<file path="config.mk">
export PLATFORM = sky130hd
export DESIGN_NAME = lsu_mem_master
export DESIGN_NICKNAME = d
export VERILOG_FILES = /design/src/rtl/lsu_mem_master.sv
export SDC_FILE = /design/constraint.sdc
export NUM_CORES = 1
export LEC_CHECK = 0
export CAP_MARGIN = 15
export CORE_MARGIN = 2
export CORE_UTILIZATION = 30
export DETAILED_ROUTE_END_ITERATION = 10
export PLACE_DENSITY_LB_ADDON = 0.12
export SYNTH_ARGS = -nofsm -noshare
export SYNTH_HDL_FRONTEND = slang
export SYNTH_SLANG_ARGS = --single-unit
export TNS_END_PERCENT = 100
</file>
<file path="constraint.sdc">
create_clock -name clk -period 11.2 [get_ports clk]
set_input_delay 1.12 -clock clk [delete_from_list [all_inputs] [get_ports clk]]
set_output_delay 1.12 -clock clk [all_outputs]
set_load 0.01 [all_outputs]
</file>
<file path="src/rtl/lsu_mem_master.sv">
// lsu_mem_master: RV32I load/store initiator driving a word-wide DataMemory port.
// Loads and stores of any width become word accesses. Sub-word stores are done
// as read-modify-write. Misaligned or illegal requests are answered with an error
// and no memory strobe is issued.
// Optional build macro LSU_STATS_EN adds the completion counters ld_cnt, st_cnt
// and err_cnt.
//
// state | meaning
// IDLE  | accepting requests, strobes low
// RD    | MemRead high; MEM_RD_LAT extra cycles, then mem_rdata is sampled
// WR    | MemWrite high for exactly one cycle
// RSP   | rsp_valid pulse, req_ready low

module lsu_mem_master #(
  parameter int MEM_RD_LAT = 0,
  parameter int ADDR_W     = 32
) (
  input  logic              clk,
  input  logic              rst,
  input  logic              req_valid,
  output logic              req_ready,
  input  logic              req_we,
  input  logic [2:0]        req_funct3,
  input  logic [ADDR_W-1:0] req_addr,
  input  logic [31:0]       req_wdata,
  output logic              rsp_valid,
  output logic [31:0]       rsp_rdata,
  output logic              rsp_err,
  output logic              MemRead,
  output logic              MemWrite,
  output logic [ADDR_W-1:0] mem_addr,
  output logic [31:0]       mem_wdata,
`ifdef LSU_STATS_EN
  output logic [15:0]       ld_cnt,
  output logic [15:0]       st_cnt,
  output logic [15:0]       err_cnt,
`endif
  input  logic [31:0]       mem_rdata
);

  typedef enum logic [1:0] {IDLE, RD, WR, RSP} state_t;

  localparam int CNT_W = (MEM_RD_LAT > 0) ? $clog2(MEM_RD_LAT + 1) : 1;

  state_t           state;
  logic             we_q;
  logic [2:0]       f3_q;
  logic [1:0]       lane_q;
  logic [15:0]      wdata_q;
  logic [CNT_W-1:0] wait_cnt;
  logic             req_illegal;
  logic [31:0]      load_word;
  logic [31:0]      merge_word;

  // Select the addressed lane and sign/zero extend it.
  function automatic logic [31:0] extract(input logic [31:0] w, input logic [1:0] lane,
                                          input logic [2:0] f3);
    logic [31:0] s;
    s = w >> {lane, 3'b000};
    case (f3)
      3'b000:  return {{24{s[7]}}, s[7:0]};
      3'b001:  return {{16{s[15]}}, s[15:0]};
      3'b100:  return {24'h0, s[7:0]};
      3'b101:  return {16'h0, s[15:0]};
      default: return w;
    endcase
  endfunction

  // Replace the addressed byte or halfword lane; other lanes come from memory.
  function automatic logic [31:0] merge(input logic [31:0] w, input logic [1:0] lane,
                                        input logic is_half, input logic [15:0] d);
    logic [31:0] r;
    r = w;
    if (is_half) begin
      if (lane[1]) r[31:16] = d;
      else         r[15:0]  = d;
    end else begin
      case (lane)
        2'd0: r[7:0]   = d[7:0];
        2'd1: r[15:8]  = d[7:0];
        2'd2: r[23:16] = d[7:0];
        2'd3: r[31:24] = d[7:0];
        default: r = w;
      endcase
    end
    return r;
  endfunction

  // Classify the incoming request: bad funct3, signed-less store width, or misalignment.
  always_comb begin
    req_illegal = 1'b0;
    case (req_funct3)
      3'b011, 3'b110, 3'b111: req_illegal = 1'b1;
      3'b001, 3'b101:         req_illegal = req_addr[0];
      3'b010:                 req_illegal = |req_addr[1:0];
      default:                req_illegal = 1'b0;
    endcase
    if (req_we && req_funct3[2]) req_illegal = 1'b1;
  end

  assign load_word  = extract(mem_rdata, lane_q, f3_q);
  assign merge_word = merge(mem_rdata, lane_q, f3_q[0], wdata_q);

  // Access sequencer with registered strobes and response.
  always_ff @(posedge clk or posedge rst) begin
    if (rst) begin
      state     <= IDLE;
      req_ready <= 1'b1;
      rsp_valid <= 1'b0;
      rsp_rdata <= '0;
      rsp_err   <= 1'b0;
      MemRead   <= 1'b0;
      MemWrite  <= 1'b0;
      mem_addr  <= '0;
      mem_wdata <= '0;
      wait_cnt  <= '0;
      we_q      <= 1'b0;
      f3_q      <= '0;
      lane_q    <= '0;
      wdata_q   <= '0;
    end else begin
      case (state)
        IDLE: begin
          if (req_valid && req_ready) begin
            we_q      <= req_we;
            f3_q      <= req_funct3;
            lane_q    <= req_addr[1:0];
            wdata_q   <= req_wdata[15:0];
            req_ready <= 1'b0;
            if (req_illegal) begin
              state     <= RSP;
              rsp_valid <= 1'b1;
              rsp_err   <= 1'b1;
              rsp_rdata <= '0;
            end else begin
              mem_addr <= {req_addr[ADDR_W-1:2], 2'b00};
              if (req_we && req_funct3 == 3'b010) begin
                state     <= WR;
                MemWrite  <= 1'b1;
                mem_wdata <= req_wdata;
              end else begin
                state    <= RD;
                MemRead  <= 1'b1;
                wait_cnt <= CNT_W'(MEM_RD_LAT);
              end
            end
          end
        end
        RD: begin
          if (wait_cnt != '0) begin
            wait_cnt <= wait_cnt - CNT_W'(1);
          end else begin
            MemRead <= 1'b0;
            if (we_q) begin
              state     <= WR;
              MemWrite  <= 1'b1;
              mem_wdata <= merge_word;
            end else begin
              state     <= RSP;
              rsp_valid <= 1'b1;
              rsp_err   <= 1'b0;
              rsp_rdata <= load_word;
            end
          end
        end
        WR: begin
          MemWrite  <= 1'b0;
          state     <= RSP;
          rsp_valid <= 1'b1;
          rsp_err   <= 1'b0;
          rsp_rdata <= '0;
        end
        RSP: begin
          rsp_valid <= 1'b0;
          rsp_err   <= 1'b0;
          req_ready <= 1'b1;
          state     <= IDLE;
        end
        default: state <= IDLE;
      endcase
    end
  end

`ifdef LSU_STATS_EN
  // Count completions by type during the response cycle; counters wrap.
  always_ff @(posedge clk or posedge rst) begin
    if (rst) begin
      ld_cnt  <= '0;
      st_cnt  <= '0;
      err_cnt <= '0;
    end else if (state == RSP) begin
      if (rsp_err)   err_cnt <= err_cnt + 16'd1;
      else if (we_q) st_cnt  <= st_cnt + 16'd1;
      else           ld_cnt  <= ld_cnt + 16'd1;
    end
  end
`endif

endmodule

</file>
## Yosys cells after proc, flatten, opt, wreduce, memory -nomap -nowiden

Cells that the tools add are included.

- Bits in registers: 124
- Bits of input ports: 103
- Output and inout port bits: 101
- Word-level logic and storage cells: 116

- $add $sub $neg: 1
- Equality and inequality tests: 23
- Shifts and indexed selects: 1
- Multiplexer cells: 53
- Bitwise logic cells: 1
- Reductions and logical operators: 23

Operator list:

| kind | count |
|---|---|
| 32-bit 2-to-1 mux | 10 |
| 32-bit one-hot mux with 4 select lines | 1 |
| 32-bit one-hot mux with 3 select lines | 1 |
| 32-bit one-hot mux with 2 select lines | 1 |
| 16-bit 2-to-1 mux | 2 |
| 8-bit 2-to-1 mux | 4 |
| 32-bit by 5-bit >> shifter with 16-bit output | 1 |
| 1-bit 2-to-1 mux | 22 |
| 2-bit != test (second input constant) | 8 |
| 3-bit == test (second input constant) | 5 |
| 6-bit AND reduction | 2 |
| 5-bit AND reduction | 2 |
| 1-bit one-hot mux with 3 select lines | 3 |
| 2-bit == test (second input constant) | 4 |
| 2-bit 2-to-1 mux | 4 |
| 2-bit one-hot mux with 4 select lines | 1 |
| 4-bit AND reduction | 2 |
| 3-bit by 1-bit == test with 1-bit output (second input constant) | 2 |
| 3-bit by 2-bit == test with 1-bit output (second input constant) | 2 |
| 1-bit one-hot mux with 2 select lines | 3 |
| 2-bit AND reduction | 3 |
| 2-bit OR reduction | 3 |
| 2-bit by 1-bit == test with 1-bit output (second input constant) | 2 |
| 2-bit zero test | 2 |
| other kinds (9) | 12 |

## Logic depth before layout (Yosys ltp)

Gate-level depths: netlist (run 1).

- Depth after elaboration: 7
- Gate-level depth with buffers: 9
- Gate-level depth less buffers: 6

## Worst setup path after synthesis (run 1)

OpenSTA, ideal clock, no wires.

- Kind: input port to flip-flop
- Start point: input req_funct3[2]
- End point: register mem_wdata[19]
- Library setup time: 0.128 ns
- Arrival time: 2.525 ns
- Required time: 11.072 ns
- Slack: 8.548 ns
- Cell stages on the path: 5
- Buffers on the path: 1
- Cells stage by stage: nand4bb_1 or4_4 a21oi_4 buf_6 mux2_1

- Word-level cells in the longest chain between the ends: 6
- Elaborated cells between the ends (all ways): 15
- Classes of those cells: eq/ne: 8; mux: 2; reduce/logical: 5

RTL lines:

| what | line | RTL |
|---|---|---|
| start, declared | 23 | `input logic [2:0] req_funct3,` |
| 3-bit by 2-bit == test with 1-bit output, or another cell as far along | 92 | `case (req_funct3)` |
| 3-bit OR reduction or 2-bit OR reduction (tied branches) | 92 |  |
| 1-bit one-hot mux with 3 select lines | 92 |  |
| 1-bit 2-to-1 mux | 98 | `if (req_we && req_funct3[2]) req_illegal = 1'b1;` |
| 2-bit != test (no line) | -- |  |
| 6-bit AND reduction (no line) * | -- |  |
| end signal, assigned | 140 | `mem_wdata <= req_wdata;` |
| end signal, assigned | 157 | `mem_wdata <= merge_word;` |
| end, declared | 32 | `output logic [31:0] mem_wdata,` |

Every way passes the cells marked *; elsewhere a longest branch is shown, timed or not.
A chain may end at the register's enable or synchronous reset.

## Worst setup path in the final report (run 1)

- Start point: input req_valid
- End point: register mem_wdata[7]

- Word-level cells in the longest chain between the ends: 3

RTL lines:

| what | line | RTL |
|---|---|---|
| start, declared | 20 | `input logic req_valid,` |
| 1-bit logical AND | 124 | `if (req_valid && req_ready) begin` |
| 2-bit != test (no line) | -- |  |
| 6-bit AND reduction (no line) | -- |  |

No other way between the ends.

==> results.tsv, run 1 <==
metric	value	unit
status	complete, no violations	
portBuffers	201	
antenna_cells	0	
crit_required	11.51	ns
fin_area	9420	um^2
vias_per_cell	5.23	
grt_pass1_wl	33900	um
crit_arrival	3.92	ns
avgSynthCellArea	10.6	um^2
synth_edf_count	0	
synth_cell_type_count	55	
worst_slack	7.59	ns
hpwl	16100	um
tightest_slew	0.927	ns
crit_fanout	32	
hold_viol	0	
first_global_vias	5872	
rsz0062_at_grt	no	
place_area	8790	um^2
fin_tns_setup	0	ns
powerDensity	296	nW/um^2
drc_errors	0	
critical_path.slowest_cell	or4_4	
clock_path_buffers	2	
power	2.78	mW
critPathKind	in2reg	
crit_family	simple AND/OR/NAND/NOR gates	
vias	5706	
ctsResizeCount	0	
layout_common_cells	201 x clkdlybuf4s50_1, 121 x dfrtp_1, 76 x mux2_2	
cts_tree	built	
syn_inst	620	
ant_nets	0	
synthToLayoutAreaGrowth	42.7	%
dieArea	23200	um^2
cts_made_buffers	17	
ys.flop_type	dfrtp_1	
place.gp.congestion	0.812	
maxCapViolations	0	
report.final.setup_viol	0	
postSynth.asyncResetShare	100	%
drt_pass1_iterations	6	
clock_latency	0.43	ns
fin_worst_skew	0.0132	ns
rows	54	
vdd.ir_drop.worst	134	uV
io_pins	204	
whs	0.490	ns
die_y	152	um
initial_core_util	30.4	%
die_w	152	um
hold_buffers	0	
grt_overflow_total	0	
wl_per_cell	19.9	um
yosys_warnings	0	
drt_wl_total	21700	um
period_needed	3.61	ns
clock.fmax	0.277	GHz
finalMaxSlewViolations	0	
post_cts_buffers	0	
antenna_found_initial	0	
nets	905	
path_clk_slew	0.06	ns
syn-cell-area	6600	um^2
grt_max_degree	70	
startpoint_type	input pin	
max-slew-margin-rel	37.8	%
post-route-period-util	32.2	%
slowest_delay	0.72	ns
ys_ff_latch	123	
layout_commonest_cell	clkdlybuf4s50_1	
drive_above_1_share	15.9	%
clock-root-buffer	clkbuf_16	
core	21700	um^2
cts.htree.levels	4	
clock-sinks	123	
ys_seq_area_share	46.6	%
pre_cts_slack	7.16	ns
leakage	3.96	nW
cp-end-kind	flop	
min_path_type	reg2reg	
crit_chain	clkdlybuf4s50_1 -> nand3_2 -> or4_4 -> a21oi_4 -> buf_4 -> mux2_2	
grt_usage	18.7	%
dr.first_iter.drc_count	386	
path_buf_inv	2	
metal layers:
metal	vias up	track usage, %	routed length, um
met5	-	0	0
met4	0	4.94	306
met3	24	5.52	1440
met2	200	30.3	10300
met1	2833	24.6	9640
li1	2649	-	-
area by class of cell:
cell class	count	area [um^2]
Tap cell	280	350
Inverter	25	96.3
Fill cell	2044	12300
Clock inverter	14	159
Timing Repair Buffer	211	2110
Sequential cell	123	3080
Clock buffer	18	439
Multi-Input combinational cell	420	3190
synthesized netlist by cell type, types with 4 or more instances:
cell / count / share of area [%]
a2bb2oi_1: 4 / 0.53
o31ai_1: 19 / 2.2
and3_1: 8 / 0.76
ha_1: 4 / 0.76
o2bb2ai_1: 8 / 1.1
o21ai_0: 45 / 3.4
a21oi_1: 24 / 1.8
nor2b_1: 4 / 0.38
a22oi_1: 22 / 2.5
buf_2: 13 / 0.99
nand3_1: 18 / 1.4
buf_4: 4 / 0.45
nor2_1: 49 / 2.8
and3b_1: 8 / 1.1
a22o_1: 7 / 0.93
a31oi_1: 17 / 1.6
mux2i_1: 36 / 5.5
mux2_2: 76 / 13
clkbuf_1: 30 / 1.7
a211o_1: 17 / 2.3
mux2_1: 6 / 1.0
inv_1: 23 / 1.3
nand2b_1: 7 / 0.66
dfrtp_1: 122 / 46
o32ai_1: 4 / 0.53
per-stage QoR:
| stage | utilization (%) | cells |
|---|---|---|
| final | 43.4 | 1091 |
| after global routing | 43.4 | 1091 |
| after CTS | 43.3 | 1090 |
| after detailed placement | 40.5 | 1058 |
| after global placement | 40.5 | 1058 |
| after floorplan | - | 621 |
registers in the layout, summed over array words and instances (netlist names):
register,cells
mem_addr,30
req_ready,1
mem_wdata,32
we_q,1
state,2
MemRead,1
lane_q,2
MemWrite,1
rsp_rdata,32
rsp_valid,1
wdata_q,16
rsp_err,1
f3_q,3
path summary, 6_finish.rpt:
check                                           from                   endpoint  slack, ns  cells past startpoint
min in group asynchronous                        rst   mem_addr[21]$_DFFE_PP0P_       1.24                      2
min reg2reg                mem_wdata[19]$_DFFE_PP0P_  mem_wdata[19]$_DFFE_PP0P_       0.49                      1
max in group asynchronous                        rst      lane_q[1]$_DFFE_PP0P_       8.66                      3
max                                        req_valid   mem_wdata[7]$_DFFE_PP0P_       7.59                      6
min                        mem_wdata[19]$_DFFE_PP0P_  mem_wdata[19]$_DFFE_PP0P_       0.49                      1
max reg2reg                     state[0]$_DFFE_PP0N_   mem_wdata[7]$_DFFE_PP0P_       7.91                      7
logic make-up after synthesis:
kind of cell | after synthesis | synth area share, %
other | 1 | 0.0568
AOI/OAI and AO/OA | 185 | 19.1
adders and majority gates | 4 | 0.758
buffers and inverters | 78 | 5.15
DFF | 123 | 46.6
muxes | 118 | 19.4
and+or+nand+nor | 111 | 8.81
power breakdown:
part | switching (mW) | internal (mW)
registers | 0.154 | 0.643
logic | 0.726 | 0.698
clock network | 0.225 | 0.338
total | 1.10 | 1.68
No activity file was read; power rests on OpenSTA's default activity.
==> run 2, diff against run 1 <==
==> constraint.sdc (replaced) <==
create_clock -name clk -period 3.1 [get_ports clk]
set_input_delay 0.31 -clock clk [delete_from_list [all_inputs] [get_ports clk]]
set_output_delay 0.31 -clock clk [all_outputs]
set_load 0.01 [all_outputs]
==> run 2 against run 1 <==
  * Combinational power grew to 3.7 times the previous value
  * Via count grew 0.16%
  * Worst hold slack got worse by 0.071 ns
  * Flip-flop and latch count stayed put
  * Sequential power grew to 3.6 times the previous value
  * Power grew to 3.7 times the previous value
==> results.tsv, run 2 (synthesized netlist as in run 1, its figures left out) <==
metric	value	unit	change
hold_buffers	0		unchanged
hpwl	16400	um	was 16100 um
status	complete, no violations		unchanged
reg2reg_from	state[0]$_DFFE_PP0N_		unchanged
cp_num_cells	7		was 6
grt_pass1_wl	34800	um	was 33900 um
cp-end-kind	flop		unchanged
portBuffers	201		unchanged
cp_common_cell	inv_1		
wl_per_cell	20.2	um	was 19.9 um
vias	5715		was 5706
crit_chain	inv_1 -> ha_1 -> inv_1 -> o31a_1 -> nand2b_1 -> buf_4 -> a22o_1		was clkdlybuf4s50_1 -> nand3_2 -> or4_4 -> a21oi_4 -> buf_4 -> mux2_2
powerDensity	1070	nW/um^2	was 296 nW/um^2
worst_slack	0.577	ns	was 7.59 ns
clock_latency	0.42	ns	was 0.43 ns
crit_arrival	2.83	ns	was 3.92 ns
ant_nets	0		unchanged
synthToLayoutAreaGrowth	44.0	%	was 42.7%
crit_family	buffers and inverters		was simple AND/OR/NAND/NOR gates
crit_required	3.40	ns	was 11.51 ns
clock-sinks	123		unchanged
post_cts_buffers	0		unchanged
initial_core_util	30.4	%	unchanged
pre_cts_slack	0.544	ns	was 7.16 ns
slowest_delay	0.43	ns	was 0.72 ns
maxCapViolations	0		unchanged
grt_overflow_total	0		unchanged
min_path_type	in2async		was reg2reg
core	21700	um^2	unchanged
die_w	152	um	unchanged
place.gp.congestion	0.831		was 0.812
rows	54		unchanged
drt_wl_total	22200	um	was 21700 um
startpoint_type	flop		was input pin
path_clk_slew	0.07	ns	was 0.06 ns
dr.first_iter.drc_count	336		was 386
path_buf_inv	3		was 2
max-slew-margin-rel	39.4	%	was 37.8%
cts.htree.levels	4		unchanged
layout_common_cells	201 x clkdlybuf4s50_1, 121 x dfrtp_1, 76 x mux2_2		unchanged
antenna_found_initial	0		unchanged
io_pins	204		unchanged
tightest_slew	0.908	ns	was 0.927 ns
hold_viol	0		unchanged
vias_per_cell	5.20		was 5.23
r2r_setup_slack	0.58	ns	was 7.91 ns
rsz0062_at_grt	no		unchanged
cts_tree	built		unchanged
vdd.ir_drop.worst	558	uV	was 134 uV
first_global_vias	5928		was 5872
r2r_cells	7		unchanged
r2r-end	rsp_rdata[11]$_DFFE_PP0P_		was mem_wdata[7]$_DFFE_PP0P_
drt_pass1_iterations	5		was 6
critPathKind	reg2reg		was in2reg
critical_path.slowest_cell	nand2b_1		was or4_4
clock.fmax	0.396	GHz	
finalMaxSlewViolations	0		unchanged
grt_max_degree	42		was 70
fin_tns_setup	0	ns	unchanged
ctsResizeCount	0		unchanged
nets	914		was 905
die_y	152	um	unchanged
leakage	4.01	nW	was 3.96 nW
clock_path_buffers	2		unchanged
cts_made_buffers	17		unchanged
report.final.setup_viol	0		unchanged
reg.largest.list	mem_wdata: 32 flops, rsp_rdata: 32 flops, mem_addr: 30 flops		unchanged
period_needed	2.52	ns	
antenna_cells	0		unchanged
drive_above_1_share	16.8	%	was 15.9%
post-route-period-util	81.4	%	
clock-root-buffer	clkbuf_16		unchanged
grt_usage	19.3	%	was 18.7%
layout_commonest_cell	clkdlybuf4s50_1		unchanged
drc_errors	0		unchanged
dieArea	23200	um^2	unchanged
crit_fanout	14		was 32
fin_worst_skew	0.0102	ns	was 0.0132 ns
run 2: how the worst max path moves through the flow:
stage | from | end
6_report | state[0]$_DFFE_PP0N_ | rsp_rdata[11]$_DFFE_PP0P_
5_1_grt | state[0]$_DFFE_PP0N_ | rsp_rdata[26]$_DFFE_PP0P_
4_1_cts | state[0]$_DFFE_PP0N_ | rsp_rdata[8]$_DFFE_PP0P_
3_5_place_dp | req_addr[0] | rsp_rdata[26]$_DFFE_PP0P_
3_3_place_gp | req_addr[0] | rsp_rdata[24]$_DFFE_PP0P_
2_1_floorplan | state[0]$_DFFE_PP0N_ | mem_wdata[19]$_DFFE_PP0P_
run 2: metal layers:
layer | GRT usage, % | vias to the layer above | part of all wire [%]
met5 | 0 | - | 0
met4 | 6.19 | 0 | 1.7
met3 | 5.20 | 23 | 6.8
met2 | 30.3 | 209 | 47
met1 | 26.1 | 2816 | 45
li1 | - | 2667 | -
run 2: power breakdown:
part,switching [mW],internal [mW]
logic,2.67,2.59
clock network,0.851,1.21
registers,0.559,2.32
run 2: through the flow:
step                util (%)  hold WS, ns  std cells  power (mW)  cell area [um^2]
floorplan                  -        0.442        621        5.96              6610
global placement        41.1        0.472       1068        8.09              8910
detailed placement      41.1        0.480       1068        8.16              8910
CTS                     43.8        0.442       1100        10.3              9510
global route            43.8        0.480       1100        10.9              9510
finish                  43.8        0.420       1100        10.2              9510
run 2: worst reg2reg max path, delay by kind of cell, from the launching register on:
| kind | cells | cell delay, ns |
|---|---|---|
| buf+inv | 3 | 0.64 |
| compound gates | 2 | 0.59 |
| simple gates | 1 | 0.43 |
| flops | 1 | 0.41 |
| fa+ha+maj | 1 | 0.33 |
run 2: layout make-up:
cell class	count	area, um^2
Inverter	25	97.6
Tap cell	280	350
Timing Repair Buffer	220	2190
Fill cell	2066	12200
Clock inverter	15	174
Clock buffer	17	425
Sequential cell	123	3080
Multi-Input combinational cell	420	3190
